## src/rtl/arty_io_pkg.sv

```systemverilog
// Shared types and default constants for the board pin debounce logic.
package arty_io_pkg;

  typedef enum logic {
    ST_STABLE   = 1'b0,
    ST_CHANGING = 1'b1
  } deb_state_t;

  localparam int DEBOUNCE_CYCLES_DEF = 100000;
  localparam int SYNC_STAGES_DEF     = 2;

  // Value a pulled-up line rests at when nothing drives it.
  function automatic logic idle_level(input int active_low);
    return (active_low != 0) ? 1'b1 : 1'b0;
  endfunction

endpackage

```

## src/rtl/pin_debounce_ch.sv

```systemverilog
// One pin channel: synchronizer, polarity fix, debounce FSM with counter,
// edge pulses and a sticky change flag.
module pin_debounce_ch
  import arty_io_pkg::*;
#(
  parameter int SYNC_STAGES     = SYNC_STAGES_DEF,
  parameter int DEBOUNCE_CYCLES = DEBOUNCE_CYCLES_DEF,
  parameter int ACTIVE_LOW      = 1
) (
  input  logic clk,
  input  logic rst,
  input  logic pin,
  input  logic evt_clr,
  output logic level,
  output logic assert_pulse,
  output logic deassert_pulse,
  output logic evt,
  output logic state
);

  localparam logic          IDLE = idle_level(ACTIVE_LOW);
  localparam int            CW   = $clog2(DEBOUNCE_CYCLES) + 1;
  localparam logic [CW-1:0] LAST = CW'(DEBOUNCE_CYCLES - 1);

  logic [SYNC_STAGES-1:0] sync_q;
  logic                   sample;
  logic                   accept;
  deb_state_t             state_q;
  logic [CW-1:0]          cnt_q;
  logic                   level_q;
  logic                   assert_q;
  logic                   deassert_q;
  logic                   evt_q;

  always_ff @(posedge clk or posedge rst) begin
    if (rst) begin
      sync_q <= {SYNC_STAGES{IDLE}};
    end else begin
      sync_q <= {sync_q[SYNC_STAGES-2:0], pin};
    end
  end

  assign sample = (ACTIVE_LOW != 0) ? ~sync_q[SYNC_STAGES-1] : sync_q[SYNC_STAGES-1];

  // The change is accepted on the edge that sees the last required differing sample.
  always_comb begin
    accept = 1'b0;
    if ((state_q == ST_CHANGING) && (sample != level_q) && (cnt_q == LAST)) begin
      accept = 1'b1;
    end
  end

  always_ff @(posedge clk or posedge rst) begin
    if (rst) begin
      state_q    <= ST_STABLE;
      cnt_q      <= '0;
      level_q    <= 1'b0;
      assert_q   <= 1'b0;
      deassert_q <= 1'b0;
    end else begin
      assert_q   <= 1'b0;
      deassert_q <= 1'b0;
      case (state_q)
        ST_STABLE: begin
          if (sample != level_q) begin
            state_q <= ST_CHANGING;
            cnt_q   <= CW'(1);
          end else begin
            cnt_q   <= '0;
          end
        end
        ST_CHANGING: begin
          if (sample == level_q) begin
            state_q <= ST_STABLE;
            cnt_q   <= '0;
          end else if (accept) begin
            state_q    <= ST_STABLE;
            cnt_q      <= '0;
            level_q    <= ~level_q;
            assert_q   <= ~level_q;
            deassert_q <= level_q;
          end else begin
            cnt_q <= cnt_q + 1'b1;
          end
        end
        default: begin
          state_q <= ST_STABLE;
          cnt_q   <= '0;
        end
      endcase
    end
  end

  // Set beats clear so a change landing on a clear cycle is never lost.
  always_ff @(posedge clk or posedge rst) begin
    if (rst) begin
      evt_q <= 1'b0;
    end else if (accept) begin
      evt_q <= 1'b1;
    end else if (evt_clr) begin
      evt_q <= 1'b0;
    end
  end

  assign level          = level_q;
  assign assert_pulse   = assert_q;
  assign deassert_pulse = deassert_q;
  assign evt            = evt_q;
  assign state          = (state_q == ST_CHANGING);

endmodule

```

## src/rtl/pin_debounce.sv

```systemverilog
// Multi-channel pin debouncer: NUM_CH independent copies of the channel logic.
// dbg_state_o shows, per channel, whether a change is being qualified.
module pin_debounce
  import arty_io_pkg::*;
#(
  parameter int NUM_CH          = 4,
  parameter int SYNC_STAGES     = SYNC_STAGES_DEF,
  parameter int DEBOUNCE_CYCLES = DEBOUNCE_CYCLES_DEF,
  parameter int ACTIVE_LOW      = 1
) (
  input  logic              clk_i,
  input  logic              rst_i,
  input  logic [NUM_CH-1:0] pin_i,
  output logic [NUM_CH-1:0] level_o,
  output logic [NUM_CH-1:0] assert_o,
  output logic [NUM_CH-1:0] deassert_o,
  output logic [NUM_CH-1:0] evt_o,
  input  logic [NUM_CH-1:0] evt_clr_i,
  output logic [NUM_CH-1:0] dbg_state_o
);

  for (genvar g = 0; g < NUM_CH; g++) begin : g_ch
    pin_debounce_ch #(
      .SYNC_STAGES    (SYNC_STAGES),
      .DEBOUNCE_CYCLES(DEBOUNCE_CYCLES),
      .ACTIVE_LOW     (ACTIVE_LOW)
    ) u_ch (
      .clk           (clk_i),
      .rst           (rst_i),
      .pin           (pin_i[g]),
      .evt_clr       (evt_clr_i[g]),
      .level         (level_o[g]),
      .assert_pulse  (assert_o[g]),
      .deassert_pulse(deassert_o[g]),
      .evt           (evt_o[g]),
      .state         (dbg_state_o[g])
    );
  end

endmodule

```

## config.mk

```make
export PLATFORM = sky130hd
export DESIGN_NAME = pin_debounce
export DESIGN_NICKNAME = d
export VERILOG_FILES = /design/src/rtl/arty_io_pkg.sv /design/src/rtl/pin_debounce_ch.sv /design/src/rtl/pin_debounce.sv
export SDC_FILE = /design/constraint.sdc
export NUM_CORES = 1
export LEC_CHECK = 0
export ABC_CLOCK_PERIOD_IN_PS = 10100
export CAP_MARGIN = 10
export CORE_ASPECT_RATIO = 0.8
export CORE_MARGIN = 2
export CORE_UTILIZATION = 36
export CTS_BUF_LIST = sky130_fd_sc_hd__clkbuf_2 sky130_fd_sc_hd__clkbuf_4 sky130_fd_sc_hd__clkbuf_8
export DETAILED_ROUTE_END_ITERATION = 10
export SLEW_MARGIN = 20
export SYNTH_ARGS = -nofsm -noshare
export SYNTH_HDL_FRONTEND = slang
export SYNTH_SLANG_ARGS = --single-unit
```

## constraint.sdc

```tcl
create_clock -name clk_i -period 10.1 [get_ports clk_i]
set_input_delay 2.525 -clock clk_i [delete_from_list [all_inputs] [get_ports clk_i]]
set_output_delay 2.525 -clock clk_i [all_outputs]
set_load 0.01 [all_outputs]
```

## After elaboration in Yosys (flattened, before gate mapping)

Cells that the tools add are included.

- Output and inout port bits: 20
- Word-level logic and storage cells: 144
- Register bits after elaboration: 100
- Bits of input ports: 10

- Add/subtract/negate cells: 4
- Multiplexer cells: 68
- Reductions and logical operators: 16
- Bitwise operators: 16
- Equal/unequal tests: 12

Operators with widths:

| cell | count |
|---|---|
| two-way mux 18 bit | 8 |
| case mux 18 bit (2 select lines) | 4 |
| adder 18 x 1 -> 18 bit (second input constant) | 4 |
| == test 18 x 17 -> 1 bit (second input constant) | 4 |
| two-way mux 1 bit | 52 |
| inverter 1 bit | 16 |
| AND reduction 3 bit | 4 |
| logical AND 1 bit | 8 |
| case mux 1 bit (2 select lines) | 4 |
| nonzero test 2 bit | 4 |
| == test 1 bit | 4 |
| inequality test 1 bit | 4 |

## Longest topological paths before layout

Gate-level depths: netlist of the first run.

- Word-level depth: 8
- Mapped depth: 7
- Mapped depth without buffers: 5

## Cells and area by module

From an unflattened synthesis of the first run, not the netlist that was laid out.

- Cell total of the unflattened synthesis: 432
- Area total of the unflattened synthesis: 4599.4 sq um

Modules (own cells, without submodules):

| module | seq. area each (sq um) | instances | area an instance (sq um) | cells each |
|---|---|---|---|---|
| pin_debounce_ch | 628.1 | 4 | 1149.9 | 108 |

## Worst setup path after synthesis of the first run

Ideal clock, no wire load.

- Kind: register -> output
- Start point: register g_ch[1].u_ch.level_q
- End point: output port level_o[1]
- Data arrival time: 0.580 ns
- Data required time: 7.575 ns
- Stages on the path, launching flop included: 2
- Path slack: 6.995 ns
- Path through: dfrtp_1 -> buf_4

RTL lines:

| element | line | source |
|---|---|---|
| start: declaration | pin_debounce_ch.sv:30 | `logic level_q;` |
| start signal: assignment | pin_debounce_ch.sv:79 | `level_q <= ~level_q;` |
| end: declaration | pin_debounce.sv:14 | `output logic [NUM_CH-1:0] level_o,` |

No word-level cell between the ends.

## Worst setup path after layout of the first run

- Start point: register g_ch[1].u_ch.level_q
- End point: output port level_o[1]

No word-level cell between the ends.

==> metrics.log, run 1 <==
INFO  metric design.final.nets = 486
INFO  metric start_kind = flop
INFO  metric r2r.worst_path.cells = 5
INFO  metric worst_ir_drop_vdd = about 86 uV
INFO  metric synth_cell_type_count = 38
INFO  metric dp_hpwl = a little under 6000 um
INFO  metric grt_first_pass_wirelength = roughly 15000 um
INFO  metric synth-seq-area-share = a little over half
INFO  metric final.setup.worst_slack = roughly 6.2 ns
INFO  metric timing.critical_path.required = ~7.6 ns
INFO  metric cp_top_family = buffers and inverters
INFO  metric timing.rr.start = g_ch[0].u_ch.cnt_q[0]
INFO  metric avgSynthCellArea = 10.3 um2
INFO  metric length_of_the_first_detailed_routing_pass_in_iterations = 4
INFO  metric synth-seq-cells = 100
INFO  metric rsz0062_at_grt = false
INFO  metric yosysWarningCount = 0
INFO  metric total_global_routing_overflow = 0
INFO  metric cts_hold_repair.buffers = 0
INFO  metric timing.critical_path.from = g_ch[1].u_ch.level
INFO  metric maxSlewViolCount = 0
INFO  metric dieHeight = about 110 um
INFO  metric post_dr_wirelength_cell = around 13 um
INFO  metric worst_setup_path_end_kind = output port
INFO  metric area_growth_syn_to_layout = 11.7%
INFO  metric preCtsSetupSlack = ~6 ns
INFO  metric finalHoldViolations = 0
INFO  metric relSlewSlack = between 50% and 60%
INFO  metric clock.fmax = roughly 0.25 GHz
INFO  metric critical_path.cell_chain = clkdlybuf4s50_1
INFO  metric initial_core_util = between 30% and 40%
INFO  metric floorplan.rows = 37
INFO  metric buffers_plus_inverters_on_the_worst_setup_path = 1
INFO  metric cts_root_buffer = sky130_fd_sc_hd__clkbuf_8
INFO  metric wirelength = about 8500 um
INFO  metric power.leakage = 2.11 nW
INFO  metric cts.htree.levels = 3
INFO  metric worstSkewPairLatency = between 0.3 and 0.4 ns
INFO  metric drt_drc_violations_left = 0
INFO  metric transition_at_the_pin_with_the_smallest_max_transition_slack = between 0.7 and 0.8 ns
INFO  metric post-route-period-util = about two fifths
INFO  metric globalplace.congestion = 0.807
INFO  metric first_global_vias = 3145
INFO  metric number_of_max_cap_violations = 0
INFO  metric critPathMaxFanout = 5
INFO  metric boundary_pin_count = 30
INFO  metric globalRouteTotalUtil = 12.9%
INFO  metric synth_fp_nets = ~470
INFO  metric dr_total_vias = 3262
INFO  metric final-setup-viol-count = 0
INFO  metric status = complete, no violations
INFO  metric holdCritStartpoint = g_ch[2].u_ch.sync_q[0]
INFO  metric clock_path_buffers = 2
INFO  metric drt.antenna.violating_nets = 0
INFO  metric cts.repair_timing.setup_buffer_count = 0
INFO  metric cp_slowest_stage_delay = just under 0.6 ns
INFO  metric netlist_area = roughly 0.0048 mm2
INFO  metric number_of_violations_reported_at_the_end_of_detailed_routing_iteration_0 = 162
INFO  metric grt_start_max_net_pins = 62
INFO  metric path_clk_slew = 0.09 ns
INFO  metric hold_class = flop to flop
INFO  metric clock_skew = 0.00892 ns
INFO  metric insertedDiodeCount = 0
INFO  metric tns = 0 ns
INFO  metric die_area = 0.0141 mm2
INFO  metric postSynthCellCount = 460
INFO  metric critPathArrivalTime = about 1.4 ns
INFO  metric cp_slowest_cell = sky130_fd_sc_hd__clkdlybuf4s50_1
INFO  metric clock_tree_from_tritoncts = done
INFO  metric numPortBuffers = 29
INFO  metric post_drt_via_cell_ratio = between 5 and 6
INFO  metric worst-setup-path-type = flop to output port
INFO  metric cts-buffers-inserted = 9
INFO  metric power.density_cell_area = approximately 140 mW/mm2
INFO  metric core_area = approximately 0.013 mm2
INFO  metric numClockSinks = 100
INFO  metric worstHoldPathCells = 0
INFO  metric antenna_found_initial = 0
INFO  metric crit_cells = 1
INFO  metric drive_gt1_share = ~9.2%
INFO  metric fin_crit = 3.94 ns
INFO  metric die_x = approximately 130 um
INFO  metric cts.repair.resized = 0
-- state kept, by name, indices dropped and copies added, names as in the netlist --
signal,flops
g_ch.u_ch.assert_pulse,4
g_ch.u_ch.cnt_q,72
g_ch.u_ch.deassert_pulse,4
g_ch.u_ch.state,4
g_ch.u_ch.sync_q,8
g_ch.u_ch.evt,4
g_ch.u_ch.level,4
-- Yosys cell counts, drive strengths merged --
library cell	n	area share (%)
buf	28	4.1
or3	7	1.1
nor2	69	5.5
o21bai	5	0.95
nand3b	1	0.16
and3	2	0.26
inv	19	1.5
dfrtp	92	48
nor4	20	2.6
o21ai	6	0.63
and2	2	0.26
nand4	27	3.8
nand2	18	1.4
nand3	24	2.7
or3b	1	0.24
and4	9	1.7
ha	4	1.1
o31ai	7	1.1
or2	4	0.53
a21o	3	0.47
nor3b	1	0.16
nor4b	1	0.18
nor3	13	1.6
a31o	1	0.18
a21oi	13	1.4
o22ai	2	0.26
clkbuf	1	0.11
xnor2	35	6.6
xor2	27	5.0
dfstp	8	4.4
or4	10	1.6
-- worst paths after layout --
kind | slack [ns] | end
worst max-delay path | 6.16 | level_o[1]
min in group asynchronous | 2.54 | g_ch[1].u_ch.cnt_q[12]
worst min-delay path | 0.36 | g_ch[2].u_ch.sync_q[1]
worst max register to register | 8.05 | g_ch[0].u_ch.state
max in group asynchronous | 6.44 | g_ch[0].u_ch.evt
worst min register to register | 0.36 | g_ch[2].u_ch.sync_q[1]
-- power breakdown --
group / total [W] / switching [W] / internal [W] / leakage (nW)
clock: 0.000291 / 0.000137 / 0.000154 / 0.120
sequential: 0.000414 / 0.00000581 / 0.000408 / 1.35
combinational: 0.0000338 / 0.0000213 / 0.0000125 / 0.638
-- worst reg2reg max path, cell delays in order, from the launching register on --
cell and delay [ns]:
sky130_fd_sc_hd__dfrtp_1 0.41, sky130_fd_sc_hd__ha_1 0.23, sky130_fd_sc_hd__and3_1 0.24, sky130_fd_sc_hd__nand4_1 0.19, sky130_fd_sc_hd__o21bai_2 0.65, sky130_fd_sc_hd__o21ai_0 0.19
-- logic make-up (layout without fill, tap and decap cells) --
logic type / after synthesis / count (layout) / synth area share, %
AND/OR/NAND/NOR: 209 / 209 / 23.8
flip-flops: 100 / 100 / 52.9
XOR/XNOR: 62 / 62 / 11.6
buffers and inverters: 48 / 65 / 5.71
AO/OA/AOI/OAI: 37 / 37 / 4.98
adder cells (fa/ha/maj): 4 / 4 / 1.05
-- cell type report --
class	count	area (um2)
flip-flops and latches	100	2510
inverters	19	73.8
well taps	175	219
multi-input cells	312	1970
repair buffers	30	298
clock buffers	11	151
fillers	1296	7560
clock inverters	5	82.6
-- cells in the final DEF (no fill, tap or decap), types with 2 or more instances in the layout --
cell type	count
sky130_fd_sc_hd__o22ai_1	2
sky130_fd_sc_hd__or4_1	10
sky130_fd_sc_hd__o21ai_0	6
sky130_fd_sc_hd__dfstp_2	8
sky130_fd_sc_hd__o21bai_1	2
sky130_fd_sc_hd__nand3_2	2
sky130_fd_sc_hd__ha_1	4
sky130_fd_sc_hd__xnor2_1	34
sky130_fd_sc_hd__inv_1	18
sky130_fd_sc_hd__or2_2	4
sky130_fd_sc_hd__nor3_1	11
sky130_fd_sc_hd__dfrtp_1	92
sky130_fd_sc_hd__bufinv_16	2
sky130_fd_sc_hd__and3_1	2
sky130_fd_sc_hd__nor4_1	20
sky130_fd_sc_hd__nand4_1	25
sky130_fd_sc_hd__and4_1	9
sky130_fd_sc_hd__clkbuf_8	11
sky130_fd_sc_hd__nor2_1	69
sky130_fd_sc_hd__a21o_1	3
sky130_fd_sc_hd__nand3_1	22
sky130_fd_sc_hd__o21bai_2	3
sky130_fd_sc_hd__a21oi_1	13
sky130_fd_sc_hd__o31ai_1	7
sky130_fd_sc_hd__and2_1	2
sky130_fd_sc_hd__nand4_2	2
sky130_fd_sc_hd__nor3_2	2
sky130_fd_sc_hd__or3_1	5
sky130_fd_sc_hd__xor2_1	27
sky130_fd_sc_hd__nand2_1	18
sky130_fd_sc_hd__clkdlybuf4s50_1	29
sky130_fd_sc_hd__or3_4	2
-- through the flow --
stage | hold WS, ns | utilization, % | instances | area (um2) | total power [W]
floorplan | 0.345 | - | 460 | 4750 | 0.000445
global placement | 0.348 | 39.4 | 636 | 5070 | 0.000456
detailed placement | 0.351 | 39.4 | 636 | 5070 | 0.000456
CTS | 0.365 | 41.2 | 652 | 5310 | 0.000753
global route | 0.368 | 41.3 | 652 | 5310 | 0.000773
finish | 0.363 | 41.3 | 652 | 5310 | 0.000738
-- layer usage --
| layer | up-vias | part of all wire, % | global-route usage [%] |
|---|---|---|---|
| met5 | - | 0 | 0 |
| met4 | 0 | 1.2 | 3.84 |
| met3 | 8 | 3.7 | 3.69 |
| met2 | 53 | 45 | 20.4 |
| met1 | 1584 | 50 | 17.4 |
| li1 | 1617 | - | - |
Note: power is estimated with default switching activity, not from simulation.
==> run 2, diff against run 1 <==
ABC_CLOCK_PERIOD_IN_PS = 3700   (was 10100)
clock period = 3.7 ns   (was 10.1 ns; I/O delays follow)
==> run 2 against run 1 <==
Against the previous run:
- critical path type unchanged
- die area unchanged
- count of clock-buffer cells in the layout shrank 2
- largest cell class unchanged
- combinational power increased to 2.8 times the previous value
- critical path depth unchanged
- largest power group unchanged
- cell area decreased by 0.31%
- sequential power rose to 2.7 times the previous value
- hold slack got worse by 0.0022 ns
==> metrics.log, run 2 (synthesized netlist as in run 1, its figures left out) <==
INFO  metric status = complete, no violations
INFO  metric floorplan.rows = 37
INFO  metric power.share.switching = a little under a quarter
INFO  metric clkPwrFrac = 36.5%
INFO  metric transition_at_the_pin_with_the_smallest_max_transition_slack = roughly 0.75 ns
INFO  metric buffers_plus_inverters_on_the_worst_setup_path = 1
INFO  metric worstReg2RegEnd = g_ch[0].u_ch.state
INFO  metric cts.repair.resized = 0
INFO  metric boundary_pin_count = 30
INFO  metric largest_register_ff_count = 72
INFO  metric post-route-util = between 40% and 50%
INFO  metric antenna_found_initial = 0
INFO  metric layout.cells.most_common = sky130_fd_sc_hd__dfrtp_1
INFO  metric finalHoldViolations = 0
INFO  metric globalRouteTotalUtil = 13.5%
INFO  metric design.final.nets = 489
INFO  metric start_kind = flop
INFO  metric postLayoutCellArea = between 0.005 and 0.006 mm2
INFO  metric seqCellArea = about 0.0025 mm2
INFO  metric clock.fmax = around 0.43 GHz
INFO  metric post_dr_wirelength_cell = between 10 and 15 um
INFO  metric number_of_max_cap_violations = 0
INFO  metric worst_setup_path_end_kind = output port
INFO  metric cp_top_family = buffers and inverters
INFO  metric dieHeight = approximately 110 um
INFO  metric switchingPower = roughly 0.00046 W
INFO  metric clock_path_buffers = 2
INFO  metric total_global_routing_overflow = 0
INFO  metric cts.repair_timing.setup_buffer_count = 0
INFO  metric post_drt_via_cell_ratio = roughly 5
INFO  metric dp_hpwl = about 6200 um
INFO  metric insertedDiodeCount = 0
INFO  metric crit_cells = 1
INFO  metric grt_first_pass_wirelength = 15500 um
INFO  metric rsz0062_at_grt = false
INFO  metric cell_internal_pwr = between 0.001 and 0.0015 W
INFO  metric core_area = approximately 0.013 mm2
INFO  metric number_of_violations_reported_at_the_end_of_detailed_routing_iteration_0 = between 150 and 200
INFO  metric first_global_vias = roughly 3200
INFO  metric drive_gt1_share = a little under a tenth
INFO  metric clock_skew = around 0.012 ns
INFO  metric initial_core_util = approximately 37%
INFO  metric layout_top_registers = g_ch.u_ch.cnt_q (72), g_ch.u_ch.sync_q (8)
INFO  metric worst-setup-path-type = flop to output port
INFO  metric worstHoldPathCells = 0
INFO  metric globalplace.congestion = 0.862
INFO  metric regMostFlops = g_ch.u_ch.cnt_q
INFO  metric relSlewSlack = between 50 and 60%
INFO  metric comb_power_share = 4.9%
INFO  metric grt_start_max_net_pins = 53
INFO  metric power.sequential.fraction = slightly below 60%
INFO  metric layout_common_cells = sky130_fd_sc_hd__dfrtp_1, sky130_fd_sc_hd__nor2_1, sky130_fd_sc_hd__xnor2_1
INFO  metric timing.rr.start = g_ch[0].u_ch.cnt_q[13]
INFO  metric maxSlewViolCount = 0
INFO  metric power.density_cell_area = 364 mW/mm2
INFO  metric die_area = between 0.01 and 0.015 mm2
INFO  metric cts-buffers-inserted = 9
INFO  metric drt_drc_violations_left = 0
INFO  metric worst-r2r-setup-slack = ~1.7 ns
INFO  metric cts_hold_repair.buffers = 0
INFO  metric area_growth_syn_to_layout = 11.4%
INFO  metric length_of_the_first_detailed_routing_pass_in_iterations = 4
INFO  metric worst_ir_drop_vdd = between 200 and 250 uV
INFO  metric numPortBuffers = 29
INFO  metric cp_slowest_stage_delay = roughly 0.6 ns
INFO  metric drt.antenna.violating_nets = 0
INFO  metric final-setup-viol-count = 0
INFO  metric critPathArrivalTime = ~1.4 ns
INFO  metric post-route-period-util = 63.5%
INFO  metric clock_tree_from_tritoncts = done
INFO  metric instance_area_after_placement = ~0.0051 mm2
INFO  metric multi_input_area = slightly below 0.002 mm2
INFO  metric fin_crit = around 2.3 ns
INFO  metric timing.critical_path.required = 2.77 ns
INFO  metric r2r.worst_path.cells = 4
INFO  metric critPathMaxFanout = 5
INFO  metric path_clk_slew = approximately 0.1 ns
INFO  metric final.fill_count = approximately 1300
INFO  metric wirelength = roughly 8800 um
INFO  metric worst_hold_slack = around 0.36 ns
INFO  metric power.leakage = roughly 2.1 nW
INFO  metric cts_root_buffer = sky130_fd_sc_hd__clkbuf_8
INFO  metric cp_slowest_cell = sky130_fd_sc_hd__clkdlybuf4s50_1
INFO  metric worstSkewPairLatency = ~0.37 ns
INFO  metric cts.htree.levels = 3
INFO  metric tns = 0 ns
INFO  metric critical_path.cell_chain = clkdlybuf4s50_1
INFO  metric crit_path_end = level_o[1]
INFO  metric timing.critical_path.from = g_ch[1].u_ch.level
INFO  metric numClockSinks = 100
INFO  metric hold_class = flop to flop
INFO  metric dr_total_vias = roughly 3300
INFO  metric die_x = around 130 um
[run 2: changes by cell type in the layout (fill, tap and decap cells not counted), sizes merged]
cell	before	now
clkinvlp	0	2
inv	20	21
clkbuf	11	9
bufinv	2	1
buf	1	4
[run 2: how the worst min path moves through the flow]
stage | start | endpoint
final | g_ch[3].u_ch.sync_q[0] | g_ch[3].u_ch.sync_q[1]
after global placement | g_ch[0].u_ch.sync_q[0] | g_ch[0].u_ch.sync_q[1]
after CTS | g_ch[3].u_ch.sync_q[0] | g_ch[3].u_ch.sync_q[1]
after floorplan | g_ch[0].u_ch.sync_q[0] | g_ch[0].u_ch.sync_q[1]
after detailed placement | g_ch[3].u_ch.sync_q[0] | g_ch[3].u_ch.sync_q[1]
after global routing | g_ch[3].u_ch.sync_q[0] | g_ch[3].u_ch.sync_q[1]
[run 2: cell type report]
| type | instances | area share [%] |
|---|---|---|
| clock buffers | 9 | 2.34 |
| well taps | 175 | 4.14 |
| inverters | 19 | 1.39 |
| flip-flops and latches | 100 | 47.5 |
| repair buffers | 33 | 6.05 |
| multi-input cells | 312 | 37.2 |
| clock inverters | 7 | 1.42 |
[run 2: through the flow]
stage                     setup WS, ns  total power (W)  cells
after floorplan                  0.169          0.00121    460
after global placement            1.43          0.00125    639
after detailed placement          1.44          0.00125    639
after CTS                         1.32          0.00197    655
after global routing              1.27          0.00203    655
final                             1.35          0.00193    655
[run 2: metal layers]
layer,vias up,part of all wire (%),track usage [%]
li1,1620,-,-
met4,0,1.8,4.76
met5,-,0,0
met3,11,4.3,3.22
met1,1585,51,19.7
met2,68,43,19.7
[run 2: power by group through the flow]
stage               Clock, W  Combinational (W)  Sequential, W
global route        0.000786           0.000110        0.00113
finish              0.000703          0.0000952        0.00113
floorplan                  0          0.0000686        0.00115
global placement           0          0.0000971        0.00115
detailed placement         0          0.0000988        0.00115
CTS                 0.000738          0.0000991        0.00113
==> run 3, diff against run 2 <==
ABC_CLOCK_PERIOD_IN_PS = 2400   (was 3700)
clock period = 2.4 ns   (was 3.7 ns; I/O delays follow)
==> run 3 against run 2 <==
Against the previous run:
- hold slack barely moved
- worst setup slack got worse by 0.98 ns
- clock power rose by 54%
- sequential share of layout area fell by 0.19 points
- final cell count did not move
- first-iteration DRC count rose by 19%
- wire length fell by 1.2%
- via count fell by 1.2%
- cell area rose by 0.40%
- critical path depth did not move
- non-clock buffer count rose by 1
- highest routed layer unchanged
- die area did not move
==> metrics.log, run 3 (synthesized netlist as in run 1, its figures left out) <==
INFO  metric floorplan.rows = 37
INFO  metric cts.repair.resized = 0
INFO  metric timing.rr.start = g_ch[2].u_ch.cnt_q[0]
INFO  metric drt_drc_violations_left = 0
INFO  metric placed_cells = 640
INFO  metric power.density_cell_area = roughly 560 mW/mm2
INFO  metric insertedDiodeCount = 0
INFO  metric cts_hold_repair.buffers = 0
INFO  metric hold_class = flop to flop
INFO  metric dr_total_vias = ~3200
INFO  metric cts.htree.levels = 3
INFO  metric clock_skew = 0.00909 ns
INFO  metric drive_gt1_share = approximately a tenth
INFO  metric post-route-period-util = between 80 and 90%
INFO  metric grt_first_pass_wirelength = 15000 um
INFO  metric cp_top_family = buffers and inverters
INFO  metric worstReg2RegEnd = g_ch[2].u_ch.cnt_q[17]
INFO  metric path_clk_slew = 0.10 ns
INFO  metric numPortBuffers = 29
INFO  metric globalplace.congestion = between 0.8 and 0.9
INFO  metric dieHeight = around 110 um
INFO  metric timing.critical_path.required = roughly 1.8 ns
INFO  metric holdCritStartpoint = g_ch[2].u_ch.sync_q[0]
INFO  metric transition_at_the_pin_with_the_smallest_max_transition_slack = approximately 0.51 ns
INFO  metric design.final.nets = 490
INFO  metric die_x = 132 um
INFO  metric critPathArrivalTime = approximately 1.4 ns
INFO  metric post_dr_wirelength_cell = roughly 13 um
INFO  metric worstSkewPairLatency = around 0.36 ns
INFO  metric cts.repair_timing.setup_buffer_count = 0
INFO  metric number_of_violations_reported_at_the_end_of_detailed_routing_iteration_0 = 197
INFO  metric start_kind = flop
INFO  metric worst_setup_path_end_kind = output port
INFO  metric boundary_pin_count = 30
INFO  metric drt.antenna.violating_nets = 0
INFO  metric layout_top_registers = g_ch.u_ch.cnt_q (72), g_ch.u_ch.sync_q (8)
INFO  metric maxSlewViolCount = 0
INFO  metric fin_crit = 2.03 ns
INFO  metric power.leakage = 2.10 nW
INFO  metric layout.cells.most_common = sky130_fd_sc_hd__dfrtp_1
INFO  metric number_of_max_cap_violations = 0
INFO  metric dp_hpwl = approximately 6000 um
INFO  metric core_area = around 0.013 mm2
INFO  metric buffers_plus_inverters_on_the_worst_setup_path = 1
INFO  metric instance_area_after_placement = roughly 0.0051 mm2
INFO  metric status = complete, no violations
INFO  metric post-route-util = 41.3%
INFO  metric wirelength = 8690 um
INFO  metric die_area = between 0.01 and 0.015 mm2
INFO  metric cp_slowest_cell = sky130_fd_sc_hd__clkdlybuf4s50_1
INFO  metric cts-buffers-inserted = 9
INFO  metric grt_start_max_net_pins = 101
INFO  metric worstHoldPathCells = 0
INFO  metric clock_path_buffers = 2
INFO  metric globalRouteTotalUtil = 13.0%
INFO  metric cp_slowest_stage_delay = between 0.5 and 0.6 ns
INFO  metric r2r.worst_path.cells = 6
INFO  metric critical_path.cell_chain = clkdlybuf4s50_1
INFO  metric first_global_vias = 3156
INFO  metric length_of_the_first_detailed_routing_pass_in_iterations = 4
INFO  metric tns = 0 ns
INFO  metric clock.fmax = 0.493 GHz
INFO  metric cts_root_buffer = sky130_fd_sc_hd__clkbuf_8
INFO  metric critPathMaxFanout = 5
INFO  metric clock_tree_from_tritoncts = done
INFO  metric area_growth_syn_to_layout = 11.8%
INFO  metric regMostFlops = g_ch.u_ch.cnt_q
INFO  metric postLayoutCellArea = 0.00531 mm2
INFO  metric antenna_found_initial = 0
INFO  metric finalHoldViolations = 0
INFO  metric total_global_routing_overflow = 0
INFO  metric final-instance-count-excl-fill = about 660
INFO  metric relSlewSlack = between 60 and 70%
INFO  metric largest_register_ff_count = between 70 and 80
INFO  metric worst-setup-path-type = flop to output port
INFO  metric initial_core_util = 36.9%
INFO  metric worst_hold_slack = 0.360 ns
INFO  metric layout_common_cells = sky130_fd_sc_hd__dfrtp_1, sky130_fd_sc_hd__nor2_1, sky130_fd_sc_hd__xnor2_1
INFO  metric post_drt_via_cell_ratio = roughly 5.0
INFO  metric rsz0062_at_grt = false
INFO  metric worst-r2r-setup-slack = 0.50 ns
INFO  metric numClockSinks = 100
INFO  metric worst_ir_drop_vdd = ~330 uV
INFO  metric final-setup-viol-count = 0
INFO  metric hold_worst_path_end = g_ch[2].u_ch.sync_q[1]
-- run 3: cell count changes in the layout (fill, tap and decap cells not counted) --
cell / previous run / this run
sky130_fd_sc_hd__clkinvlp_4: 2 / 4
sky130_fd_sc_hd__clkbuf_8: 9 / 10
sky130_fd_sc_hd__inv_4: 1 / 0
sky130_fd_sc_hd__clkinv_2: 2 / 0
sky130_fd_sc_hd__buf_12: 0 / 1
sky130_fd_sc_hd__inv_8: 1 / 0
-- run 3: area by class of cell --
cell class | count | area [um2]
clock buffers | 10 | 138
repair buffers | 34 | 340
inverters | 19 | 75.1
well taps | 175 | 219
flip-flops and latches | 100 | 2510
multi-input cells | 312 | 1970
fillers | 1279 | 7560
clock inverters | 5 | 61.3
-- run 3: how the worst max path moves through the flow --
stage                                     start                        end  slack (ns)  depth (start not counted)
after floorplan                           rst_i  g_ch[0].u_ch.assert_pulse        0.62                          1
after global placement    g_ch[1].u_ch.cnt_q[8]         g_ch[1].u_ch.level        0.57                          4
after global routing      g_ch[3].u_ch.cnt_q[0]  g_ch[3].u_ch.assert_pulse        0.30                          5
after CTS                    g_ch[1].u_ch.level                 level_o[1]        0.35                          1
after detailed placement  g_ch[2].u_ch.cnt_q[0]     g_ch[2].u_ch.cnt_q[17]        0.53                          6
final                        g_ch[1].u_ch.level                 level_o[1]        0.37                          1
-- run 3: power by group --
part | internal, W | switching [W]
logic | 0.0000606 | 0.0000929
clock network | 0.000508 | 0.000574
registers | 0.00172 | 0.0000243
-- run 3: per-stage QoR --
stage / total power (W) / setup slack [ns]
after floorplan: 0.00187 / 0.617
after global placement: 0.00193 / 0.571
after detailed placement: 0.00193 / 0.527
after CTS: 0.00303 / 0.348
after global routing: 0.00312 / 0.302
final: 0.00298 / 0.374
-- run 3: per-layer routing --
metal / vias to the layer above / routed length (um) / GRT usage [%]
li1: 1615 / - / -
met1: 1563 / 4420 / 18.1
met2: 52 / 3840 / 19.9
met3: 14 / 274 / 3.07
met4: 0 / 151 / 4.99
met5: - / 0 / 0
